### src/rtl/arm_pkg.sv
// Shared ARM32 execute-path types and instruction field positions.
package arm_pkg;

   // Barrel-shifter operation encoding, identical to the instruction's type field.
   typedef enum logic [1:0] {
      LSL = 2'b00,
      LSR = 2'b01,
      ASR = 2'b10,
      ROR = 2'b11
   } shift_op_t;

   // Operand-2 fetch sequencer states.
   typedef enum logic [2:0] {
      ST_IDLE,
      ST_RN,
      ST_RM,
      ST_RS,
      ST_CAP,
      ST_OUT
   } op2_state_t;

   // The three data-processing operand-2 forms.
   typedef enum logic [1:0] {
      FORM_IMM,
      FORM_IMM_SHIFT,
      FORM_REG_SHIFT
   } op2_form_t;

   // Bit positions within the data-processing instruction word.
   localparam int I_BIT        = 25;
   localparam int RN_LSB       = 16;
   localparam int RS_LSB       = 8;
   localparam int ROT_LSB      = 8;
   localparam int SHAMT_LSB    = 7;
   localparam int SHTYPE_LSB   = 5;
   localparam int REGSHIFT_BIT = 4;
   localparam int RM_LSB       = 0;
   localparam int IMM8_LSB     = 0;

endpackage

### src/rtl/op2_field_decode.sv
// Combinational decode of a latched data-processing instruction into its
// operand-2 form, register indices and immediate shift controls.
module op2_field_decode
   import arm_pkg::*;
(
   input  logic [31:0] instr_i,
   output op2_form_t   form_o,
   output logic [3:0]  rn_idx_o,
   output logic [3:0]  rm_idx_o,
   output logic [3:0]  rs_idx_o,
   output logic [7:0]  imm8_o,
   output shift_op_t   shift_op_o,
   output logic [31:0] shift_amt_o,
   output logic        rrx_o
);

   logic [4:0] shamt5;
   shift_op_t  sh_type;
   logic       unused_bits;

   assign rn_idx_o = instr_i[RN_LSB +: 4];
   assign rm_idx_o = instr_i[RM_LSB +: 4];
   assign rs_idx_o = instr_i[RS_LSB +: 4];
   assign imm8_o   = instr_i[IMM8_LSB +: 8];
   assign shamt5   = instr_i[SHAMT_LSB +: 5];
   assign sh_type  = shift_op_t'(instr_i[SHTYPE_LSB +: 2]);

   // Condition, opcode, S and Rd fields do not affect operand 2.
   assign unused_bits = ^{instr_i[31:26], instr_i[24:20], instr_i[15:12]};

   // Classify the form and map the immediate shift encodings, including the
   // zero-amount special cases (LSR/ASR #32, RRX).
   always_comb begin
      // NOTE: every output gets a default first so no path leaves one unassigned and infers a latch.
      form_o      = FORM_IMM_SHIFT;
      shift_op_o  = sh_type;
      shift_amt_o = '0;
      rrx_o       = 1'b0;
      if (instr_i[I_BIT]) begin
         form_o      = FORM_IMM;
         shift_op_o  = ROR;
         shift_amt_o = {27'b0, instr_i[ROT_LSB +: 4], 1'b0};
      end else if (instr_i[REGSHIFT_BIT]) begin
         form_o = FORM_REG_SHIFT;
      end else if (shamt5 == 5'd0) begin
         case (sh_type)
            LSR, ASR: shift_amt_o = 32'd32;
            ROR: begin
               shift_amt_o = 32'd1;
               rrx_o       = 1'b1;
            end
            default:  shift_amt_o = 32'd0;
         endcase
      end else begin
         shift_amt_o = {27'b0, shamt5};
      end
   end

endmodule

### src/rtl/operand2_fetch.sv
// Operand-2 fetch: sequences Rn/Rm/Rs reads through a single register-file
// port and presents operand A plus shifter controls to the shifter stage.
module operand2_fetch
   import arm_pkg::*;
#(
   parameter int DATA_W = 32,
   parameter int REG_AW = 4
) (
   input  logic              clk,
   input  logic              rst,
   input  logic              flush,
   input  logic              in_valid,
   output logic              in_ready,
   input  logic [31:0]       in_instr,
   output logic              rf_rd_en,
   output logic [REG_AW-1:0] rf_rd_addr,
   input  logic [DATA_W-1:0] rf_rd_data,
   output logic              out_valid,
   input  logic              out_ready,
   output logic [DATA_W-1:0] op_a,
   output logic [DATA_W-1:0] shift_in,
   output logic [1:0]        shift_op,
   output logic [31:0]       shift_amt,
   output logic              rrx
);

   op2_state_t        state_q, state_d;
   logic [31:0]       instr_q, instr_d;
   logic [DATA_W-1:0] op_a_q, op_a_d;
   logic [DATA_W-1:0] shift_in_q, shift_in_d;
   shift_op_t         shift_op_q, shift_op_d;
   logic [31:0]       shift_amt_q, shift_amt_d;
   logic              rrx_q, rrx_d;

   op2_form_t   dec_form;
   logic [3:0]  dec_rn, dec_rm, dec_rs;
   logic [7:0]  dec_imm8;
   shift_op_t   dec_shift_op;
   logic [31:0] dec_shift_amt;
   logic        dec_rrx;

   op2_field_decode u_decode (
      .instr_i     (instr_q),
      .form_o      (dec_form),
      .rn_idx_o    (dec_rn),
      .rm_idx_o    (dec_rm),
      .rs_idx_o    (dec_rs),
      .imm8_o      (dec_imm8),
      .shift_op_o  (dec_shift_op),
      .shift_amt_o (dec_shift_amt),
      .rrx_o       (dec_rrx)
   );

   // Read sequencing and next-state/datapath selection; each read lands one
   // cycle later and is captured by the following state.
   always_comb begin
      state_d     = state_q;
      instr_d     = instr_q;
      op_a_d      = op_a_q;
      shift_in_d  = shift_in_q;
      shift_op_d  = shift_op_q;
      shift_amt_d = shift_amt_q;
      rrx_d       = rrx_q;
      rf_rd_en    = 1'b0;
      rf_rd_addr  = '0;
      in_ready    = 1'b0;
      out_valid   = 1'b0;
      case (state_q)
         ST_IDLE: begin
            in_ready = !rst;
            if (in_valid && !flush) begin
               instr_d = in_instr;
               state_d = ST_RN;
            end
         end
         ST_RN: begin
            rf_rd_en   = 1'b1;
            rf_rd_addr = REG_AW'(dec_rn);
            state_d    = (dec_form == FORM_IMM) ? ST_CAP : ST_RM;
         end
         ST_RM: begin
            op_a_d     = rf_rd_data;
            rf_rd_en   = 1'b1;
            rf_rd_addr = REG_AW'(dec_rm);
            state_d    = (dec_form == FORM_REG_SHIFT) ? ST_RS : ST_CAP;
         end
         ST_RS: begin
            shift_in_d = rf_rd_data;
            rf_rd_en   = 1'b1;
            rf_rd_addr = REG_AW'(dec_rs);
            state_d    = ST_CAP;
         end
         ST_CAP: begin
            shift_op_d = dec_shift_op;
            case (dec_form)
               FORM_IMM: begin
                  op_a_d      = rf_rd_data;
                  shift_in_d  = {{(DATA_W-8){1'b0}}, dec_imm8};
                  shift_amt_d = dec_shift_amt;
                  rrx_d       = 1'b0;
               end
               FORM_IMM_SHIFT: begin
                  shift_in_d  = rf_rd_data;
                  shift_amt_d = dec_shift_amt;
                  rrx_d       = dec_rrx;
               end
               default: begin
                  shift_amt_d = {24'b0, rf_rd_data[7:0]};
                  rrx_d       = 1'b0;
               end
            endcase
            state_d = ST_OUT;
         end
         ST_OUT: begin
            out_valid = 1'b1;
            if (out_ready) state_d = ST_IDLE;
         end
         default: state_d = ST_IDLE;
      endcase
      // Abort wins over every other transition, including the output handshake.
      if (flush) state_d = ST_IDLE;
   end

   // State and output registers with synchronous reset to an empty, idle block.
   always_ff @(posedge clk) begin
      // NOTE: non-blocking assignments so every register samples pre-edge values regardless of statement order.
      if (rst) begin
         state_q     <= ST_IDLE;
         instr_q     <= '0;
         op_a_q      <= '0;
         shift_in_q  <= '0;
         shift_op_q  <= LSL;
         shift_amt_q <= '0;
         rrx_q       <= 1'b0;
      end else begin
         state_q     <= state_d;
         instr_q     <= instr_d;
         op_a_q      <= op_a_d;
         shift_in_q  <= shift_in_d;
         shift_op_q  <= shift_op_d;
         shift_amt_q <= shift_amt_d;
         rrx_q       <= rrx_d;
      end
   end

   assign op_a      = op_a_q;
   assign shift_in  = shift_in_q;
   assign shift_op  = shift_op_q;
   assign shift_amt = shift_amt_q;
   assign rrx       = rrx_q;

endmodule

### config.mk
export PLATFORM = sky130hd
export DESIGN_NAME = operand2_fetch
export DESIGN_NICKNAME = d
export VERILOG_FILES = /design/src/rtl/arm_pkg.sv /design/src/rtl/op2_field_decode.sv /design/src/rtl/operand2_fetch.sv
export SDC_FILE = /design/constraint.sdc
export NUM_CORES = 1
export LEC_CHECK = 0
export ABC_CLOCK_PERIOD_IN_PS = 3100
export BUFFER_PORTS_ARGS = -buffer_cell sky130_fd_sc_hd__buf_2
export CAP_MARGIN = 20
export CORE_MARGIN = 10
export CORE_UTILIZATION = 50
export DETAILED_ROUTE_END_ITERATION = 10
export GPL_TIMING_DRIVEN = 1
export HOLD_SLACK_MARGIN = 0.03
export PLACE_DENSITY_LB_ADDON = 0.08
export SYNTH_ARGS = -nofsm -noshare
export SYNTH_HDL_FRONTEND = slang
export SYNTH_SLANG_ARGS = --single-unit
### constraint.sdc
create_clock -name clk -period 3.1 [get_ports clk]
set_input_delay 0.155 -clock clk [delete_from_list [all_inputs] [get_ports clk]]
set_output_delay 0.155 -clock clk [all_outputs]
set_load 0.1 [all_outputs]
==> results.py, run 1 <==
metrics = {
    "run_status": {
        "outcome": "complete, no violations",
    },
    "sta": {
        "max_slew_margin": 0.462,
        "finalClockSkew_ns": 0.00820,
        "maxSlewViolCount": 0,
        "setup_viol": 0,
        "hold_viol": 0,
        "fin_crit_ns": 2.14,
        "fmax_mhz": 468,
        "tightest_slew_ns": 0.805,
        "finalSetupTns_ns": 0,
        "period_share": 0.689,
        "rsz0062_at_grt": "false",
    },
    "floorplan": {
        "die-area_um2": 12000,
        "start_util": 0.517,
        "dieWidth_um": 110,
        "coreArea_um2": 7770,
        "ios": 175,
        "std_cell_rows": 32,
        "die_h_um": 110,
    },
    "yosys": {
        "synth_top_family_by_area": "simple AND/OR/NAND/NOR gates",
        "yosysSeqAreaShare": 0.474,
        "synth_ff_type": "dfxtp_1",
        "synth_top_area_cell": "dfxtp_1",
        "synth_edf_count": 0,
        "postSynthCellCount": 505,
        "yosysMostFrequentCell": "nand2_1",
        "synthTopCellsByArea": "dfxtp_1 47%, nand2_1 13%, a21oi_1 11%",
        "yosys_warnings": 0,
        "synthTopCellsByCount": "142 x nand2_1, 95 x dfxtp_1, 88 x a21oi_1",
        "synth_top_area_frac": 0.474,
        "ys_types": 39,
        "synthMuxAreaShare": 0.0125,
        "syn_area_um2": 4020,
        "synthArstFlopShare": 0,
        "synth_compound_area_frac": 0.167,
        "synthAdderAreaFrac": 0.00623,
        "synth-xor-area-share": 0,
        "synthSimpleGateAreaFrac": 0.237,
        "synth_seq_cells": 95,
        "syn_avg_cell_area_um2": 7.95,
    },
    "global_routing": {
        "grt_pass1_vias": 3529,
        "grt_max_degree": 36,
        "grt_pass1_wl_um": 17900,
        "grt_usage": 0.185,
        "grt-ovfl-total": 0,
        "antenna_found_initial": 0,
    },
    "placement": {
        "place_congestion": 0.784,
        "portBuffers": 135,
        "dp_hpwl_um": 8430,
    },
    "cells_and_area": {
        "layout.nets": 703,
        "syn2layout_area_growth_pct": 23.2,
        "fillers": 730,
        "post-route-util": 0.637,
        "drive_above_1_share": 0.273,
        "antenna_cells": 0,
    },
    "worst_setup_path": {
        "crit_path_start_kind": "register",
        "required_ns": 2.94,
        "criticalPathCategory": "register to output port",
        "crit_arrival_ns": 1.98,
        "endpoint_kind": "output port",
        "cp_max_fo": 18,
    },
    "clocking": {
        "cts_made_buffers": 9,
        "post_cts_buffers": 0,
        "cts_resized": 0,
        "cts_root_buf": "clkbuf_8",
        "clk_pin_slew_ns": 0.10,
        "hold_buffers": 11,
        "clkSinkCount": 95,
        "tritoncts": "built",
        "cts_max_level": 3,
        "insertion_delay_ns": 0.35,
        "clk_path_buf_depth": 2,
    },
    "detailed_routing": {
        "first_iter_violations": 201,
        "drt-total-wl_um": 11600,
        "viasPerCell": 5.10,
        "vias": 3768,
        "drc_errors": 0,
        "ant_nets": 0,
        "wl_per_cell_um": 15.6,
        "dr.pass1.iters": 4,
    },
    "flow_run": {
        "max_cap_viol_count": 0,
    },
    "power_and_ir_drop": {
        "powerDensity_nw_per_um2": 518,
        "leakage_nw": 2.07,
        "ir_drop_v": 0.000210,
    },
    "min_path": {
        "hold_class": "input pin to register",
    },
}
final cells by class:
type	count	area (um^2)	area share
well taps	102	128	0.0258
repair buffers	156	876	0.177
clock inverters	6	93.8	0.0190
multi-input cells	367	1800	0.364
flip-flops and latches	95	1900	0.384
inverters	3	11.3	0.00228
clock buffers	10	138	0.0278
cell usage in the layout (no fill, tap or decap), types with 2 or more instances in the layout:
cell	n
nor2_1	28
nor2b_1	2
nand3_1	28
mux2i_1	5
nor3_1	7
buf_2	135
a311oi_1	4
or3b_1	2
ha_1	2
conb_1	24
a21oi_1	87
or4_1	2
bufinv_16	2
a211oi_2	5
a211oi_1	3
o21ai_0	3
nand2_1	142
clkbuf_8	10
dlygate4sd3_1	12
a31oi_1	4
nand2b_1	2
dfxtp_1	95
inv_1	3
buf_4	8
nand3b_1	2
clkinv_4	3
logic make-up (layout without fill, tap and decap cells):
kind of cell               Yosys count  count (layout)
muxes                                5               5
buffers and inverters               66             175
other                                1              24
DFF                                 95              95
adders and majority gates            2               2
and+or+nand+nor                    221             221
AOI/OAI and AO/OA                  115             115
metrics by stage:
stage                     instances  total power, mW  cell area, um^2  setup WS [ns]  hold slack [ns]
final                           739             2.56             4950          0.963           0.0392
after floorplan                 528             1.61             4100          0.471            0.233
after detailed placement        711             1.67             4600           1.01            0.400
after global placement          711             1.66             4600           1.06            0.399
after CTS                       738             2.58             4940          0.960           0.0317
after global routing            739             2.65             4950          0.760           0.0350
critical path, cell delays in order (launching register included):
cell,delay [ns]
dfxtp_1,0.74
mux2i_1,0.17
nor2_1,0.12
a31oi_1,0.05
nor2_1,0.11
buf_2,0.44
worst paths after layout:
| check | cells after the start | from | to | slack, ns |
|---|---|---|---|---|
| setup / recovery | 5 | state_q[1] | rf_rd_addr[1] | 0.96 |
| hold reg to reg | 2 | shift_in[31] | shift_in[31] | 0.45 |
| hold / removal | 3 | rf_rd_data[17] | op_a[17] | 0.04 |
| setup reg to reg | 5 | state_q[1] | shift_in[23] | 0.99 |
state kept, by name, summed over array words and instances (netlist names):
name / count
op_a: 32
shift_in: 32
instr_q: 17
shift_amt: 8
state_q: 3
shift_op: 2
rrx: 1
per-layer routing:
layer | vias to the layer above | wire, um | part of all wire | global-route usage
met2 | 141 | 5380 | 0.47 | 0.283
met4 | 0 | 181 | 0.016 | 0.0613
met5 | - | 0 | 0 | 0
met1 | 1719 | 4810 | 0.42 | 0.245
li1 | 1895 | - | - | -
met3 | 13 | 1190 | 0.10 | 0.0532
where the power goes:
group / internal (mW) / switching (mW) / total [mW]
logic: 0.0743 / 0.312 / 0.387
registers: 1.24 / 0.0227 / 1.26
clock network: 0.481 / 0.431 / 0.912
total: 1.80 / 0.767 / 2.56
Note: power is estimated with default switching activity, not from simulation.
==> run 2: changes to the inputs <==
ABC_CLOCK_PERIOD_IN_PS = 1900   (was 3100)
CORE_UTILIZATION = 43   (was 50)
clock period = 1.9 ns   (was 3.1 ns; I/O delays follow)
==> results.py, run 2 (synthesis results as in run 1) <==
metrics = {
    "floorplan": {
        "std_cell_rows": 35,
        "die_h_um": 117,
        "start_util": 0.439,
        "coreArea_um2": 9150,
        "ios": 175,
        "dieWidth_um": 117,
        "die-area_um2": 13600,
    },
    "cells_and_area": {
        "layout.nets": 751,
        "syn2layout_area_growth_pct": 37.5,
        "mostFrequentLayoutCell": "nand2_1",
        "fillers": 853,
        "drive_above_1_share": 0.283,
        "antenna_cells": 0,
        "final_cell_mix": "142 x nand2_1, 128 x buf_2, 93 x dfxtp_1, 86 x a21oi_1, 51 x dlygate4sd3_1",
        "post-route-util": 0.603,
        "design_area_um2": 5520,
    },
    "global_routing": {
        "grt_pass1_wl_um": 19700,
        "antenna_found_initial": 0,
        "grt_usage": 0.180,
        "grt_pass1_vias": 3845,
        "grt_max_degree": 86,
        "grt-ovfl-total": 0,
    },
    "placement": {
        "place_ws_ns": 0.0900,
        "dpl_cell_area_um2": 4790,
        "dp_hpwl_um": 8790,
        "place_congestion": 0.816,
        "portBuffers": 135,
    },
    "clocking": {
        "cts_max_level": 3,
        "cts_root_buf": "clkbuf_8",
        "clk_pin_slew_ns": 0.10,
        "clkSinkCount": 95,
        "cts_made_buffers": 9,
        "clk_path_buf_depth": 2,
        "insertion_delay_ns": 0.36,
        "tritoncts": "built",
    },
    "worst_setup_path": {
        "crit_path_start_kind": "register",
        "crit_family": "simple AND/OR/NAND/NOR gates",
        "crit_arrival_ns": 2.03,
        "max_stage_delay_ns": 0.53,
        "criticalPathCategory": "register to register",
        "cp_max_fo": 32,
        "crit_chain": "or3b_1, o21ai_4, buf_12, nor2_1, a211oi_1",
        "endpoint_kind": "register",
        "required_ns": 2.17,
        "path_buf_inv": 1,
        "reg2reg_depth": 5,
        "cp_num_cells": 5,
        "worst_path_max_delay_cell": "or3b_1",
    },
    "power_and_ir_drop": {
        "powerDensity_nw_per_um2": 731,
        "ir_drop_v": 0.000429,
        "leakage_nw": 2.28,
    },
    "min_path": {
        "hold_class": "input pin to register",
        "holdPathStages": 4,
    },
    "sta": {
        "tightest_slew_ns": 0.908,
        "maxSlewViolCount": 0,
        "fin_crit_ns": 1.76,
        "finalClockSkew_ns": 0.00792,
        "max_slew_margin": 0.395,
        "setup_viol": 0,
        "setup_slack_ns": 0.139,
        "hold_viol": 0,
        "rsz0062_at_grt": "false",
        "fmax_mhz": 568,
        "period_share": 0.927,
    },
    "run_status": {
        "outcome": "complete, no violations",
    },
    "detailed_routing": {
        "viasPerCell": 4.97,
        "vias": 3954,
        "dr.pass1.iters": 4,
        "drc_errors": 0,
        "first_iter_violations": 210,
        "drt-total-wl_um": 12600,
        "ant_nets": 0,
        "wl_per_cell_um": 15.8,
    },
    "flow_run": {
        "max_cap_viol_count": 0,
    },
}
## run 2: cell type report
cell class                 instances  area (um^2)  share of cell area
clock buffer                       9          124              0.0224
timing repair buffer             204         1440               0.261
clock inverter                     7         57.6              0.0104
sequential                        95         1910               0.345
multi-input combinational        367         1840               0.333
inverter                           3         15.0             0.00272
tap                              111          139              0.0252
## run 2: power breakdown
group          internal [mW]  switching (mW)  total [mW]
Combinational          0.194           0.535       0.728
Sequential              2.02          0.0333        2.06
Clock                  0.492           0.758        1.25
## run 2: layer usage
layer  up-vias  GRT usage  routed length (um)
met5         -          0                   0
met4         0     0.0577                 140
met3        12     0.0544                1180
met2       150      0.281                5800
met1      1798      0.232                5480
li1       1994          -                   -
## run 2: timing repair
item	in CTS	in global routing
setup endpoints to repair	1	36
resized for setup	1	8
pin swaps	0	0
endpoints found under the hold margin	78	0
buffers inserted	0	1
hold buffers	51	0
## run 2: worst min-delay path, delay by kind of cell
| family | cells | cell delay, ns |
|---|---|---|
| buffers and inverters | 1 | 0.09 |
| and+or+nand+nor | 1 | 0.06 |
| AOI/OAI and AO/OA | 2 | 0.13 |
## run 2: worst paths after layout
path	from	end	slack (ns)
worst max-delay path	state_q[2]	shift_in[0]	0.14
worst min-delay path	out_ready	state_q[2]	0.06
worst max register to register	state_q[2]	shift_in[0]	0.14
worst min register to register	shift_in[23]	shift_in[23]	0.45
## run 2: metrics by stage
step           setup TNS [ns]  hold WS, ns  total power, mW  cells
6_report                    0       0.0617             4.04    796
5_1_grt                     0       0.0797             4.18    796
4_1_cts                     0       0.0404             4.06    795
3_5_place_dp                0        0.341             2.74    728
3_3_place_gp                0        0.342             2.74    728
2_1_floorplan          -0.103        0.173             2.64    528
==> run 3: changes to the inputs <==
CORE_ASPECT_RATIO = 1.25   (was not set)
CORE_UTILIZATION = 44   (was 43)
CTS_BUF_LIST = sky130_fd_sc_hd__clkbuf_4 sky130_fd_sc_hd__clkbuf_8   (was not set)
==> results.py, run 3 (synthesis results as in run 1) <==
metrics = {
    "clocking": {
        "cts_made_buffers": 9,
        "clk_path_buf_depth": 2,
        "insertion_delay_ns": 0.36,
        "post_cts_buffers": 0,
        "clk_pin_slew_ns": 0.08,
        "tritoncts": "built",
        "clkSinkCount": 95,
        "cts_max_level": 3,
        "cts_root_buf": "clkbuf_8",
    },
    "run_status": {
        "outcome": "complete, no violations",
    },
    "global_routing": {
        "antenna_found_initial": 0,
        "grt_max_degree": 77,
        "grt_pass1_vias": 3864,
        "grt_pass1_wl_um": 19700,
        "grt-ovfl-total": 0,
        "grt_usage": 0.177,
    },
    "floorplan": {
        "std_cell_rows": 38,
        "ios": 175,
        "dieWidth_um": 105,
        "die-area_um2": 13400,
        "die_h_um": 127,
        "coreArea_um2": 8800,
        "start_util": 0.456,
    },
    "worst_setup_path": {
        "endpoint_kind": "output port",
        "crit_family": "flip-flops",
        "cp_max_fo": 12,
        "path_buf_inv": 2,
        "regToRegSetupSlack_ns": 0.20,
        "crit_path_start_kind": "register",
        "crit_chain": "buf_4, mux2i_1, nor2_1, a31oi_1, nor2_2, buf_12",
        "crit_arrival_ns": 1.68,
        "max_stage_delay_ns": 0.39,
        "required_ns": 1.80,
        "worst_path_max_delay_cell": "dfxtp_2",
        "criticalPathCategory": "register to output port",
    },
    "sta": {
        "setup_slack_ns": 0.123,
        "period_share": 0.935,
        "rsz0062_at_grt": "false",
        "max_slew_margin": 0.440,
        "setup_viol": 0,
        "finalClockSkew_ns": 0.00447,
        "hold_viol": 0,
        "maxSlewViolCount": 0,
        "tightest_slew_ns": 0.840,
        "fin_crit_ns": 1.78,
        "fmax_mhz": 563,
    },
    "detailed_routing": {
        "first_iter_violations": 136,
        "ant_nets": 0,
        "drt-total-wl_um": 12400,
        "vias": 3934,
        "drc_errors": 0,
        "wl_per_cell_um": 15.4,
        "dr.pass1.iters": 4,
        "viasPerCell": 4.89,
    },
    "power_and_ir_drop": {
        "ir_drop_v": 0.000369,
        "powerDensity_nw_per_um2": 746,
        "leakage_nw": 2.30,
    },
    "placement": {
        "place_ws_ns": 0.0774,
        "place_congestion": 0.825,
        "dpl_cell_area_um2": 4800,
        "portBuffers": 135,
        "dp_hpwl_um": 8870,
    },
    "cells_and_area": {
        "fillers": 813,
        "antenna_cells": 0,
        "design_area_um2": 5530,
        "layout.nets": 751,
        "multi_input_area_um2": 1820,
        "syn2layout_area_growth_pct": 37.8,
        "mostFrequentLayoutCell": "nand2_1",
        "drive_above_1_share": 0.282,
        "seqCellArea_um2": 1900,
        "final_cell_mix": "142 x nand2_1, 128 x buf_2, 93 x dfxtp_1, 86 x a21oi_1, 51 x dlygate4sd3_1",
    },
    "min_path": {
        "hold_class": "input pin to register",
    },
    "flow_run": {
        "max_cap_viol_count": 0,
    },
}
## run 3: final timing paths
kind                start  cells after the start            end
max            state_q[1]                      6  rf_rd_addr[3]
min             out_ready                      4     state_q[2]
max reg2reg    instr_q[4]                      5   shift_amt[5]
min reg2reg  shift_in[29]                      2   shift_in[29]
## run 3: metrics by stage
step           hold slack, ns   util  TNS [ns]  power, mW  cells
3_3_place_gp            0.338  0.546         0       2.74    737
4_1_cts                0.0480  0.627         0       4.16    804
5_1_grt                0.0715  0.629         0       4.29    805
3_5_place_dp            0.341  0.546         0       2.75    737
6_report               0.0696  0.629         0       4.13    805
2_1_floorplan           0.173      -    -0.103       2.64    528
## run 3: worst register-to-register path, stage by stage (launching register included)
cell	delay [ns]
dfxtp_1	0.33
buf_4	0.17
or4_1	0.54
nor4_2	0.26
a221oi_1	0.16
nor3_1	0.18
## run 3: what timing repair did
item / in CTS / in global routing
endpoints found under the hold margin: 79 / 0
endpoints found under the setup margin: 0 / 11
hold buffers: 51 / 0
gates resized for setup: 0 / 3
## run 3: metal layers
metal	track usage	wire (um)
met1	0.201	5130
met2	0.306	6180
met3	0.0486	809
met4	0.0728	234
met5	0	0
## run 3: area by class of cell
| class | instances | share of cell area |
|---|---|---|
| clock buffer | 12 | 0.0276 |
| clock inverter | 4 | 0.00814 |
| inverter | 3 | 0.00204 |
| multi-input combinational | 367 | 0.329 |
| sequential | 95 | 0.344 |
| tap | 120 | 0.0271 |
| timing repair buffer | 204 | 0.261 |
## run 3: where the power goes
part           internal (mW)  switching [mW]  leakage [nW]
logic                  0.197           0.534          1.43
clock network          0.668           0.675         0.107
registers               2.02          0.0289         0.769
